### src/rtl/tx_packet_framer_if.sv
//============================================================================
// Module      : tx_packet_framer_if
// Description : Signal bundle for tx_packet_framer. Carries the producer
//               word handshake (tag, data_in, data_avail, data_accept,
//               flush) and the tx FIFO write port (wdata, winc, wfull).
//               master : producer + FIFO side (testbench / top level)
//               slave  : framer side
// Revision    : 1.0 - initial release
//============================================================================
`default_nettype none

interface tx_packet_framer_if;
    logic [7:0]  tag;
    logic [15:0] data_in;
    logic        data_avail;
    logic        data_accept;
    logic        flush;
    logic [7:0]  wdata;
    logic        winc;
    logic        wfull;

    modport master (
        output tag, data_in, data_avail, flush, wfull,
        input  data_accept, wdata, winc
    );

    modport slave (
        input  tag, data_in, data_avail, flush, wfull,
        output data_accept, wdata, winc
    );
endinterface

`default_nettype wire

### src/rtl/tx_packet_framer.sv
//============================================================================
// Module      : tx_packet_framer
// Description : Transmit-direction packet framer. Collects 16-bit words
//               from a producer and writes framed byte packets into the
//               write side of the tx FIFO:
//                 SYNC_BYTE, tag, seq, {msb, lsb} x count, count, checksum
//               checksum is the XOR of every byte after SYNC_BYTE up to and
//               including count.
// Ports       : clk   - system clock
//               rst   - synchronous active-high reset
//               bus   - producer handshake + tx FIFO write port (slave)
//               busy  - high whenever the framer is not idle
//               seq   - sequence number of the current/next packet
// Revision    : 1.0 - initial release
//============================================================================
`default_nettype none

module tx_packet_framer #(
    parameter logic [7:0] SYNC_BYTE = 8'hA5,
    parameter int         BURST_LEN = 4,
    parameter int         CNT_W     = 8
) (
    input  wire logic            clk,
    input  wire logic            rst,
    tx_packet_framer_if.slave    bus,
    output logic                 busy,
    output logic [7:0]           seq
);

    localparam logic [CNT_W-1:0] c_burst = CNT_W'(BURST_LEN);
    localparam logic [CNT_W-1:0] c_one   = CNT_W'(1);

    typedef enum logic [3:0] {
        S_IDLE  = 4'd0,
        S_SYNC  = 4'd1,
        S_TAG   = 4'd2,
        S_SEQ   = 4'd3,
        S_MSB   = 4'd4,
        S_LSB   = 4'd5,
        S_WAIT  = 4'd6,
        S_COUNT = 4'd7,
        S_CSUM  = 4'd8
    } state_t;

    state_t           r_state;
    state_t           w_state_nxt;

    logic [15:0]      r_word;
    logic [7:0]       r_tag;
    logic [7:0]       r_seq;
    logic [7:0]       r_csum;
    logic [CNT_W-1:0] r_cnt;
    logic             r_accept;

    logic             w_latch;      // take data_in this edge
    logic             w_byte_state; // current state emits a byte
    logic             w_xsum;       // current byte is folded into checksum
    logic             w_winc;
    logic [7:0]       w_wdata;

    //------------------------------------------------------------------
    // State register
    //------------------------------------------------------------------
    always_ff @(posedge clk) begin
        if (rst) begin
            r_state <= S_IDLE;
        end else begin
            r_state <= w_state_nxt;
        end
    end

    //------------------------------------------------------------------
    // Next state and byte outputs. Byte states only advance on a cycle
    // where the FIFO accepts the byte, so wdata stays stable under
    // backpressure.
    //------------------------------------------------------------------
    always_comb begin
        w_state_nxt  = r_state;
        w_latch      = 1'b0;
        w_byte_state = 1'b0;
        w_xsum       = 1'b0;
        w_wdata      = 8'h00;

        case (r_state)
            S_IDLE: begin
                if (bus.data_avail) begin
                    w_latch     = 1'b1;
                    w_state_nxt = S_SYNC;
                end
            end
            S_SYNC: begin
                w_byte_state = 1'b1;
                w_wdata      = SYNC_BYTE;
                if (!bus.wfull) w_state_nxt = S_TAG;
            end
            S_TAG: begin
                w_byte_state = 1'b1;
                w_xsum       = 1'b1;
                w_wdata      = r_tag;
                if (!bus.wfull) w_state_nxt = S_SEQ;
            end
            S_SEQ: begin
                w_byte_state = 1'b1;
                w_xsum       = 1'b1;
                w_wdata      = r_seq;
                if (!bus.wfull) w_state_nxt = S_MSB;
            end
            S_MSB: begin
                w_byte_state = 1'b1;
                w_xsum       = 1'b1;
                w_wdata      = r_word[15:8];
                if (!bus.wfull) w_state_nxt = S_LSB;
            end
            S_LSB: begin
                w_byte_state = 1'b1;
                w_xsum       = 1'b1;
                w_wdata      = r_word[7:0];
                if (!bus.wfull) begin
                    w_state_nxt = (r_cnt == c_burst) ? S_COUNT : S_WAIT;
                end
            end
            S_WAIT: begin
                // A new word wins over a simultaneous flush.
                if (bus.data_avail) begin
                    w_latch     = 1'b1;
                    w_state_nxt = S_MSB;
                end else if (bus.flush) begin
                    w_state_nxt = S_COUNT;
                end
            end
            S_COUNT: begin
                w_byte_state = 1'b1;
                w_xsum       = 1'b1;
                w_wdata      = 8'(r_cnt);
                if (!bus.wfull) w_state_nxt = S_CSUM;
            end
            S_CSUM: begin
                w_byte_state = 1'b1;
                w_wdata      = r_csum;
                if (!bus.wfull) w_state_nxt = S_IDLE;
            end
            default: begin
                w_state_nxt = S_IDLE;
            end
        endcase

        w_winc = w_byte_state && !bus.wfull;
    end

    //------------------------------------------------------------------
    // Datapath registers
    //------------------------------------------------------------------
    always_ff @(posedge clk) begin
        if (rst) begin
            r_word   <= 16'h0000;
            r_tag    <= 8'h00;
            r_seq    <= 8'h00;
            r_csum   <= 8'h00;
            r_cnt    <= '0;
            r_accept <= 1'b0;
        end else begin
            r_accept <= w_latch;

            if (w_latch) begin
                r_word <= bus.data_in;
                if (r_state == S_IDLE) begin
                    // First word opens a new packet.
                    r_tag  <= bus.tag;
                    r_csum <= 8'h00;
                    r_cnt  <= c_one;
                end else begin
                    r_cnt  <= r_cnt + c_one;
                end
            end else if (w_winc && w_xsum) begin
                r_csum <= r_csum ^ w_wdata;
            end

            if (w_winc && (r_state == S_CSUM)) begin
                r_seq <= r_seq + 8'h01;
            end
        end
    end

    assign bus.data_accept = r_accept;
    assign bus.wdata       = w_wdata;
    assign bus.winc        = w_winc;
    assign busy            = (r_state != S_IDLE);
    assign seq             = r_seq;

endmodule

`default_nettype wire

### src/flat_wrapper.sv
// flat-port wrapper written by rule: the top's interface ports become plain ports
module tx_packet_framer_flat 
#(
    parameter logic [7:0] SYNC_BYTE = 8'hA5,
    parameter int         BURST_LEN = 4,
    parameter int         CNT_W     = 8
)
  (clk, rst, busy, seq, bus_tag, bus_data_in, bus_data_avail, bus_flush, bus_wfull, bus_data_accept, bus_wdata, bus_winc);
  tx_packet_framer_if bus_i ();
  input  wire logic clk;
  input  wire logic rst;
  output logic busy;
  output logic [7:0] seq;
  input wire logic [$bits(bus_i.tag)-1:0] bus_tag;
  input wire logic [$bits(bus_i.data_in)-1:0] bus_data_in;
  input wire logic [$bits(bus_i.data_avail)-1:0] bus_data_avail;
  input wire logic [$bits(bus_i.flush)-1:0] bus_flush;
  input wire logic [$bits(bus_i.wfull)-1:0] bus_wfull;
  output wire logic [$bits(bus_i.data_accept)-1:0] bus_data_accept;
  output wire logic [$bits(bus_i.wdata)-1:0] bus_wdata;
  output wire logic [$bits(bus_i.winc)-1:0] bus_winc;
  assign bus_i.tag = bus_tag;
  assign bus_i.data_in = bus_data_in;
  assign bus_i.data_avail = bus_data_avail;
  assign bus_i.flush = bus_flush;
  assign bus_i.wfull = bus_wfull;
  assign bus_data_accept = bus_i.data_accept;
  assign bus_wdata = bus_i.wdata;
  assign bus_winc = bus_i.winc;
  tx_packet_framer #(.SYNC_BYTE(SYNC_BYTE), .BURST_LEN(BURST_LEN), .CNT_W(CNT_W)) u_core (.clk(clk), .rst(rst), .bus(bus_i), .busy(busy), .seq(seq));
endmodule
### config.mk
export PLATFORM = sky130hd
export DESIGN_NAME = tx_packet_framer_flat
export DESIGN_NICKNAME = d
export VERILOG_FILES = /design/src/rtl/tx_packet_framer_if.sv /design/src/rtl/tx_packet_framer.sv /design/src/flat_wrapper.sv
export SDC_FILE = /design/constraint.sdc
export NUM_CORES = 1
export LEC_CHECK = 0
export CAP_MARGIN = 20
export CORE_ASPECT_RATIO = 1.4
export CORE_UTILIZATION = 48
export DETAILED_ROUTE_END_ITERATION = 10
export PLACE_DENSITY = 0.76
export SYNTH_ARGS = -nofsm -noshare
export SYNTH_HDL_FRONTEND = slang
export SYNTH_SLANG_ARGS = --single-unit
### constraint.sdc
create_clock -name clk -period 1.8 [get_ports clk]
set_clock_uncertainty 0.15 [all_clocks]
set_input_delay 0.27 -clock clk [delete_from_list [all_inputs] [get_ports clk]]
set_output_delay 0.27 -clock clk [all_outputs]
set_load 0.02 [all_outputs]
==> impl_results.md, run 1 <==
* Status: complete, but fails checks
* Max Fclk at about 440 MHz
* Die width at 66.7 um
* CP endpoint kind: output port
* Tmin final at about 2300 ps
* GPL Wtd Cong at between 0.8 and 0.9
* Netlist cell types at 58
* Type of the worst min-delay path: reg -> reg
* Avg Vias per Cell at approximately 6
* Layout cell share with drive strength beyond 1 at 39.8%
* CP startpoint kind: flip-flop
* Syn_nets at 381
* Final Hold Vio Count at 0
* Syn-to-layout area delta at 65.5%
* Routed length per placed instance at 19.5 um
* H-tree levels at 2
* Final cell count without fillers at 563
* Final antenna-violating net count at 0
* Required @ worst endpoint at 1380 ps
* Crit Path Max Fanout at 7
* Post-DP HPWL at 6510 um
* Area contributors post-synth: dfxtp_1, nand2_1, a21oi_1
* Cells after Synth at 349
* Total GRT Usage at 32.8%
* Vias in the first global route at 3,266
* Clock-pin slew on the worst setup and hold paths at ~110 ps
* Setup Crit Path Kind: reg -> out
* Ports at 48
* CTS root buf: clkbuf_8
* ANT cells at 0
* Clock Sinks at 53
* Final Net Count at approximately 530
* Clock Path Buffers at 2
* # rows at 32
* Starting density of the core at about 50%
* Failing checks: negative setup slack
* P per Cell Area at between 800 and 900 nW/um2
* Worst-margin pin slew at 371 ps
* Die H at 92.5 um
* Top cell type by total area after synthesis: dfxtp_1
* Max-cap viol count at 0
* DR iter-0 viols at 282
* Largest net degree at the start of global routing at 21
* Buffers and inverters on the worst path at 5
* CTS Hold Bufs at 0
* Mean Syn Cell Area at 8.05 um2
* Clock buffer count from CTS at 5
* Pwr Total at 3.92 mW
* Post-route cell area at 4650 um2
* Post-synth EDFFs at 0
* First-pass detailed-route iteration total at 5
* Relative slew slack at 75.1%
* Yosys reg bits at 53
* WL final at 11,000 um
* DR DRC count at 0
* VDD IR max at 0.000555 V
* Commonest cells post-synth: nand2_1, dfxtp_1, a21oi_1, nor2_1, nor3_1
* Critical path cell sequence: buf_6, nor4b_4, buf_4, buf_4, buf_6, a22oi_2, nand3_2, buf_6
* Slew Limit Fails at 0
* Top delay family on crit path: buffers and inverters
* Setup violators final at 54
* Post-Syn Area at 2810 um2
* CP peak stage delay at 390 ps
* Count leader, synth: nand2_1
* Synth top area share at between 30% and 40%
* RSZ-0062 raised after global routing: yes
* Critical path's most frequent cell: buf_6
* Global-route wire length before repair at 15,200 um
* Post-route setup slack at -455 ps
* Worst path slowest cell: dfxtp_4
* Dpl cell area at roughly 3900 um2
* Post-synthesis sequential area ratio at 37.8%
* Fillers at 317
* Core area at between 5000 and 6000 um2
* DP Cell Count at 524
* Ys flop type: dfxtp_1
* Critical Path AT at between 1500 and 2000 ps
* Overflow after GRT at 0
* Async set-or-reset flop fraction in the synthesized netlist at 0%
* Hold slack at around 310 ps
* Clk_lat worst skew at 320 ps
* P_leak at roughly 2.0 nW
* Final worst path period share at 125%
* TritonCTS clock tree: done
* Synth warn at 0
* Dpl ws at -593 ps
* DIE AREA at 6170 um2
* IO Port Bufs at 47
* Initial antenna violation count at 0
* Vias post-DR at approximately 3,400
## worst min-delay path, stage by stage, from the launching register on
cell	delay [ps]
dfxtp_1	320
nand2_1	50
a21oi_1	50
## stage by stage
stage / TNS [ps] / util [%]
after global placement: -9350 / 69.9
after global routing: -13660 / 83.5
after detailed placement: -9990 / 69.9
after CTS: -4340 / 78.6
final: -11350 / 83.5
after floorplan: 0 / -
## cell type report
type	instances	area (um2)	share of cell area (%)
clock inverter	3	47.5	1.02
sequential	53	1070	23.1
multi-input combinational	266	1920	41.3
tap	68	85.1	1.83
inverter	7	26.3	0.565
timing repair buffer	161	1430	30.8
clock buffer	5	68.8	1.48
## power by group
part / total, mW / switching (mW) / internal (mW)
clock: 0.870 / 0.444 / 0.425
combinational: 1.68 / 0.834 / 0.844
sequential: 1.38 / 0.105 / 1.27
## worst paths after layout
kind	depth (start not counted)	slack (ps)	startpoint	to
worst min-delay path	2	310	u_core.r_tag[1]$_SDFFE_PP0P_	u_core.r_tag[1]$_SDFFE_PP0P_
worst max-delay path	8	-460	u_core.r_state[1]$_SDFFE_PP0P_	bus_wdata[1]
worst max register to register	11	-450	u_core.r_state[1]$_SDFFE_PP0P_	u_core.r_csum[4]$_SDFFE_PP0P_
worst min register to register	2	310	u_core.r_tag[1]$_SDFFE_PP0P_	u_core.r_tag[1]$_SDFFE_PP0P_
## cell usage in the layout, fill, tap and decap left out, types with 8 or more instances in the layout
| master | count |
|---|---|
| buf_4 | 89 |
| nand2_1 | 63 |
| dfxtp_1 | 49 |
| buf_6 | 33 |
| clkdlybuf4s50_1 | 30 |
| a21oi_1 | 26 |
| nor2_1 | 25 |
| nor3_1 | 9 |
| xnor2_1 | 8 |
## cells by family after synthesis
logic type	share of synthesized area (%)
flops	37.8
fa+ha+maj	1.34
mux	3.43
buf+inv	5.35
xor+xnor	4.99
simple gates	28.7
compound gates	18.4
## sequential cells by signal, indices dropped and copies added, names as in the netlist
signal                  flops
u_core.r_word              16
u_core.seq                  8
u_core.r_cnt                8
u_core.bus.data_accept      1
u_core.r_tag                8
u_core.r_csum               8
u_core.r_state              4
## per-layer routing
layer,global-route usage [%],wire length [um],vias to the layer above
met5,0,0,-
met4,16.3,685,0
met3,5.05,648,64
met2,60.9,5810,189
met1,34.2,3860,1606
li1,-,-,1512
## timing repair
action,4_1_cts,5_1_grt
setup buffers,22,16
resized for setup,121,48
pin swaps,27,38
endpoints found under the setup margin,58,46
Note: power is estimated with default switching activity, not from simulation.
==> inputs of run 2 (changes only) <==
CORE_ASPECT_RATIO = 2   (was 1.4)
REMOVE_ABC_BUFFERS = 1   (was not set)
==> run 2 against run 1 <==
Net effect:
- the flow still finishes with violations (negative setup slack)
- final area grew 2.3%
- sequential power is essentially flat
- core utilization grew 0.50 points
- via count grew 1.2%
- first-iteration DRC count shrank 26%
==> impl_results.md, run 2 (synthesized netlist as in run 1, its figures left out) <==
* Status: complete, but fails checks
* Failing checks: negative setup slack
* Comb power frac at between 40% and 50%
* Type of the worst min-delay path: reg -> reg
* DR iter-0 viols at 209
* Reg power frac at 31.3%
* Tmin final at 2250 ps
* Post-DP HPWL at 6690 um
* Critical Path AT at about 1800 ps
* RSZ-0062 raised after global routing: yes
* Vias post-DR at 3,411
* Fillers at 278
* Clock-pin slew on the worst setup and hold paths at approximately 80 ps
* Sw frac at 33.7%
* Initial antenna violation count at 0
* Max Fclk at 444 MHz
* VDD IR max at between 0.001 and 0.0015 V
* Crit path capture: bus_wdata[2]
* Largest net degree at the start of global routing at 24
* Clock Path Buffers at 2
* Internal power at 2.88 mW
* P_sw at 1.47 mW
* H-tree levels at 2
* Final Hold Vio Count at 0
* P_leak at 2.05 nW
* Min-Delay Startpoint: u_core.r_tag[4]$_SDFFE_PP0P_
* DR DRC count at 0
* Max reg flops at 16
* Clock Sinks at 53
* Reg2Reg Depth at 9
* Biggest register: u_core.r_word
* Worst-margin pin slew at 412 ps
* Crit path from: u_core.r_state[1]$_SDFFE_PP0P_
* Highest-count cells in the layout ignoring fill and taps: buf_4, nand2_1, dfxtp_1
* Avg Vias per Cell at 6.16
* GPL Wtd Cong at 0.883
* Ports at 48
* Routed length per placed instance at 20.7 um
* Core area at around 5700 um2
* Layout cell share with drive strength beyond 1 at 42.0%
* RR Endpoint: u_core.r_csum[2]$_SDFFE_PP0P_
* Commonest non-fill, non-tap cell in the layout: buf_4
* Post-route setup slack at -451 ps
* Hold slack at 315 ps
* FF-to-FF setup slack at -280 ps
* Crit Path Max Fanout at 5
* Clock buffer count from CTS at 5
* Origin of the critical flop-to-flop path: u_core.r_state[1]$_SDFFE_PP0P_
* Pwr Total at 4.35 mW
* Total GRT Usage at 32.2%
* IO Port Bufs at 47
* Setup violators final at 51
* Required @ worst endpoint at 1380 ps
* WL final at 11,500 um
* Clk_lat worst skew at around 300 ps
* Slew Limit Fails at 0
* CTS root buf: clkbuf_16
* First-pass detailed-route iteration total at 7
* Global-route wire length before repair at 15,100 um
* Relative slew slack at 72.3%
* ANT cells at 0
* Fin util at 84.0%
* Setup Crit Path Kind: reg -> out
* P per Cell Area at slightly above 900 nW/um2
* Overflow after GRT at 0
* Die H at 110 um
* Starting density of the core at approximately half
* Max-cap viol count at 0
* Syn-to-layout area delta at 69.4%
* Final Net Count at 524
* DIE AREA at roughly 6200 um2
* Clk pwr share at 27.2%
* Final worst path period share at 125%
* # rows at 39
* Final antenna-violating net count at 0
* Die width at 56.1 um
* Vias in the first global route at about 3,200
* TritonCTS clock tree: done
* CP startpoint kind: flip-flop
* CP endpoint kind: output port
run 2: area by class of cell:
type	count	area [um2]	area share (%)
multi-input combinational	266	1940	40.8
timing repair buffer	159	1460	30.6
sequential	53	1080	22.6
clock buffer	6	139	2.92
tap	61	76.3	1.60
clock inverter	2	41.3	0.868
inverter	7	26.3	0.552
run 2: layer usage:
metal	track usage (%)	vias to the layer above	part of all wire, %
met2	60.0	189	52
met3	4.90	65	5.8
met1	31.8	1636	34
met4	23.5	0	8.2
met5	0	-	0
li1	-	1521	-
run 2: metrics by stage:
step           worst slack, ps  instance area [um2]  TNS [ps]  cells
3_5_place_dp              -610                 3890     -9670    517
5_1_grt                   -508                 4760    -10580    554
2_1_floorplan             -549                 2690    -12670    326
4_1_cts                   -387                 4370     -4750    541
6_report                  -451                 4760     -8270    554
3_3_place_gp              -549                 3890     -8440    517
run 2: worst max-delay path, stage by stage, from the launching register on:
cell	delay [ps]
dfxtp_4	390
mux2_2	360
a32oi_2	260
o31ai_2	140
o21bai_1	200
buf_4	170
run 2: worst min-delay path by stage:
stage / depth (start not counted) / endpoint / slack, ps
2_1_floorplan: 1 / u_core.r_cnt[1]$_SDFFE_PP0N_ / 190
3_3_place_gp: 2 / u_core.r_tag[3]$_SDFFE_PP0P_ / 290
3_5_place_dp: 2 / u_core.r_word[6]$_SDFFE_PP0N_ / 300
4_1_cts: 2 / u_core.r_word[6]$_SDFFE_PP0N_ / 300
5_1_grt: 2 / u_core.r_word[6]$_SDFFE_PP0N_ / 330
6_report: 2 / u_core.r_tag[4]$_SDFFE_PP0P_ / 320
run 2: repair_timing:
| item | in CTS | in global routing |
|---|---|---|
| hold buffers | 0 | 0 |
| endpoints found under the setup margin | 59 | 57 |
| pin swaps | 32 | 43 |
| setup buffers | 16 | 13 |
| resized for setup | 108 | 79 |
| cloned | 0 | 3 |
run 2: power groups by stage:
stage          sequential (mW)  combinational (mW)  clock, mW
6_report                  1.36                1.81       1.18
3_5_place_dp              1.37                1.25          0
4_1_cts                   1.35                1.44       1.17
2_1_floorplan             1.39               0.504          0
3_3_place_gp              1.36                1.23          0
5_1_grt                   1.36                1.88       1.22
==> inputs of run 3 (changes only) <==
CORE_MARGIN = 2   (was not set)
CORE_UTILIZATION = 57   (was 48)
HOLD_SLACK_MARGIN = 0.06   (was not set)
PLACE_DENSITY = 0.85   (was 0.76)
clock period = 2.73 ns   (was 1.8 ns; I/O delays follow)
==> run 3 against run 2 <==
Net effect:
- the flow now finishes without violations
- via count down 19%
- sequential cell count is the same
- combinational power down 63%
- sequential power is 35% lower
- clock-buffer cell count grew 1
- core utilization fell by 11 points
- register-to-register slack improved by 850 ps
- first-iteration DRC count fell by 64%
- critical path depth unchanged
- final area down 26%
- hold slack worse by 5.1 ps
==> impl_results.md, run 3 (synthesized netlist as in run 1, its figures left out) <==
* Post-DP HPWL at 5950 um
* Worst-margin pin slew at 526 ps
* Required @ worst endpoint at 2170 ps
* Avg Vias per Cell at between 5 and 6
* Slew Limit Fails at 0
* # rows at 36
* Crit Path Max Fanout at 9
* Starting density of the core at 58.3%
* Clock Path Buffers at 2
* Clock Sinks at 53
* DR iter-0 viols at 76
* Internal power at 1.34 mW
* Final Net Count at 436
* Relative slew slack at 64.9%
* Ports at 48
* Reg power frac at 43.4%
* Vias post-DR at 2,763
* DP Cell Count at 454
* Sw frac at roughly 35%
* Type of the worst min-delay path: reg -> reg
* Max reg flops at 16
* FF-to-FF setup slack at 570 ps
* Clock buffer count from CTS at 5
* Die H at 103 um
* P_leak at 1.41 nW
* RSZ-0062 raised after global routing: no
* Largest net degree at the start of global routing at 26
* Global-route wire length before repair at 12,500 um
* Total negative slack at 0 ps
* Routed length per placed instance at 16.9 um
* Critical Path AT at 2080 ps
* DR DRC count at 0
* Clk_lat worst skew at 310 ps
* IO Port Bufs at 47
* CP startpoint kind: flip-flop
* CTS root buf: clkbuf_8
* Die width at 53.6 um
* First-pass detailed-route iteration total at 4
* Comb power frac at 32.6%
* Final worst path period share at 96.6%
* ANT cells at 0
* Core area at 4820 um2
* Postcts setup bufs at 0
* Initial antenna violation count at 0
* Highest-count cells in the layout ignoring fill and taps: nand2_1, dfxtp_1, clkdlybuf4s50_1
* Layout cell share with drive strength beyond 1 at 12.3%
* Clk pwr share at a little under a quarter
* P_sw at 708 uW
* CP peak stage delay at 390 ps
* H-tree levels at 2
* FF+latch area at 1070 um2
* Critical path cell sequence: buf_4, and3b_1, a32o_1, or3_1, dlygate4sd2_1
* CP endpoint kind: output port
* Tmin final at 2640 ps
* Multi-input logic area at ~1600 um2
* P per Cell Area at roughly 580 nW/um2
* Worst path slowest cell: dfxtp_4
* GPL Wtd Cong at 0.967
* Vias in the first global route at 2,644
* Syn-to-layout area delta at 26.1%
* Clock-pin slew on the worst setup and hold paths at ~100 ps
* Max-cap viol count at 0
* Total GRT Usage at 30.9%
* Status: completed
* Final antenna-violating net count at 0
* WL final at 7800 um
* Setup violators final at 0
* VDD IR max at 0.000639 V
* TritonCTS clock tree: done
* Biggest register: u_core.r_word
* Final Hold Vio Count at 0
* Commonest non-fill, non-tap cell in the layout: nand2_1
* Setup Crit Path Kind: reg -> out
* Overflow after GRT at 0
* Fillers at 392
* Final cell count without fillers at 462
* DIE AREA at 5540 um2
* Max Fclk at 379 MHz
==> run 3: cell count changes in the layout (fill, tap and decap cells not counted), sizes merged <==
cell	before	now
clkbuf	6	8
bufinv	1	0
clkinv	0	1
clkdlybuf4s50	30	38
inv	8	7
dlygate4sd2	6	5
dlymetal6s2s	1	3
buf	122	24
==> run 3: cell type report <==
cell class | count | share of cell area, %
timing repair buffer | 71 | 18.6
clock inverter | 1 | 0.141
inverter | 7 | 0.742
multi-input combinational | 266 | 45.6
sequential | 53 | 30.2
clock buffer | 7 | 2.72
tap | 57 | 2.01
==> run 3: path summary, 6_finish.rpt <==
kind | start | to | depth (start not counted)
worst min register to register | u_core.r_tag[1]$_SDFFE_PP0P_ | u_core.r_tag[1]$_SDFFE_PP0P_ | 2
worst max register to register | u_core.r_state[1]$_SDFFE_PP0P_ | u_core.r_word[5]$_SDFFE_PP0N_ | 7
worst min-delay path | u_core.r_tag[1]$_SDFFE_PP0P_ | u_core.r_tag[1]$_SDFFE_PP0P_ | 2
worst max-delay path | u_core.r_state[1]$_SDFFE_PP0P_ | bus_wdata[0] | 5
==> run 3: stage by stage <==
| step | instance area (um2) | hold slack, ps | util [%] | setup slack [ps] | power (mW) |
|---|---|---|---|---|---|
| 4_1_cts | 3540 | 313 | 73.4 | 2.46 | 2.06 |
| 3_5_place_dp | 3420 | 299 | 71.0 | 114 | 1.58 |
| 3_3_place_gp | 3420 | 290 | 71.0 | 109 | 1.56 |
| 2_1_floorplan | 2690 | 275 | - | 317 | 1.25 |
| 6_report | 3540 | 310 | 73.5 | 93.2 | 2.05 |
| 5_1_grt | 3540 | 337 | 73.5 | 40.6 | 2.15 |
==> run 3: metal layers <==
layer	track usage (%)	wire length (um)	vias to the layer above
li1	-	-	1346
met1	35.3	3190	1316
met2	52.8	4020	74
met3	5.17	243	27
met4	16.8	350	0
met5	0	0	-
==> run 3: what timing repair did <==
| item | CTS | global route |
|---|---|---|
| resized for setup | 13 | 7 |
| hold buffers | 0 | 0 |
| endpoints found under the setup margin | 9 | 5 |
| pin swaps | 0 | 1 |
==> run 3: critical path, delay by kind of cell (launching register included) <==
family / cells / cell delay (ps)
buf+inv: 2 / 500
flops: 1 / 390
compound gates: 1 / 290
simple gates: 2 / 570
==> run 3: power groups by stage <==
| stage | Combinational [mW] | Clock [mW] | Sequential [mW] |
|---|---|---|---|
| detailed placement | 0.675 | 0 | 0.905 |
| CTS | 0.668 | 0.500 | 0.888 |
| floorplan | 0.332 | 0 | 0.919 |
| global route | 0.726 | 0.528 | 0.896 |
| global placement | 0.661 | 0 | 0.903 |
| finish | 0.669 | 0.492 | 0.890 |
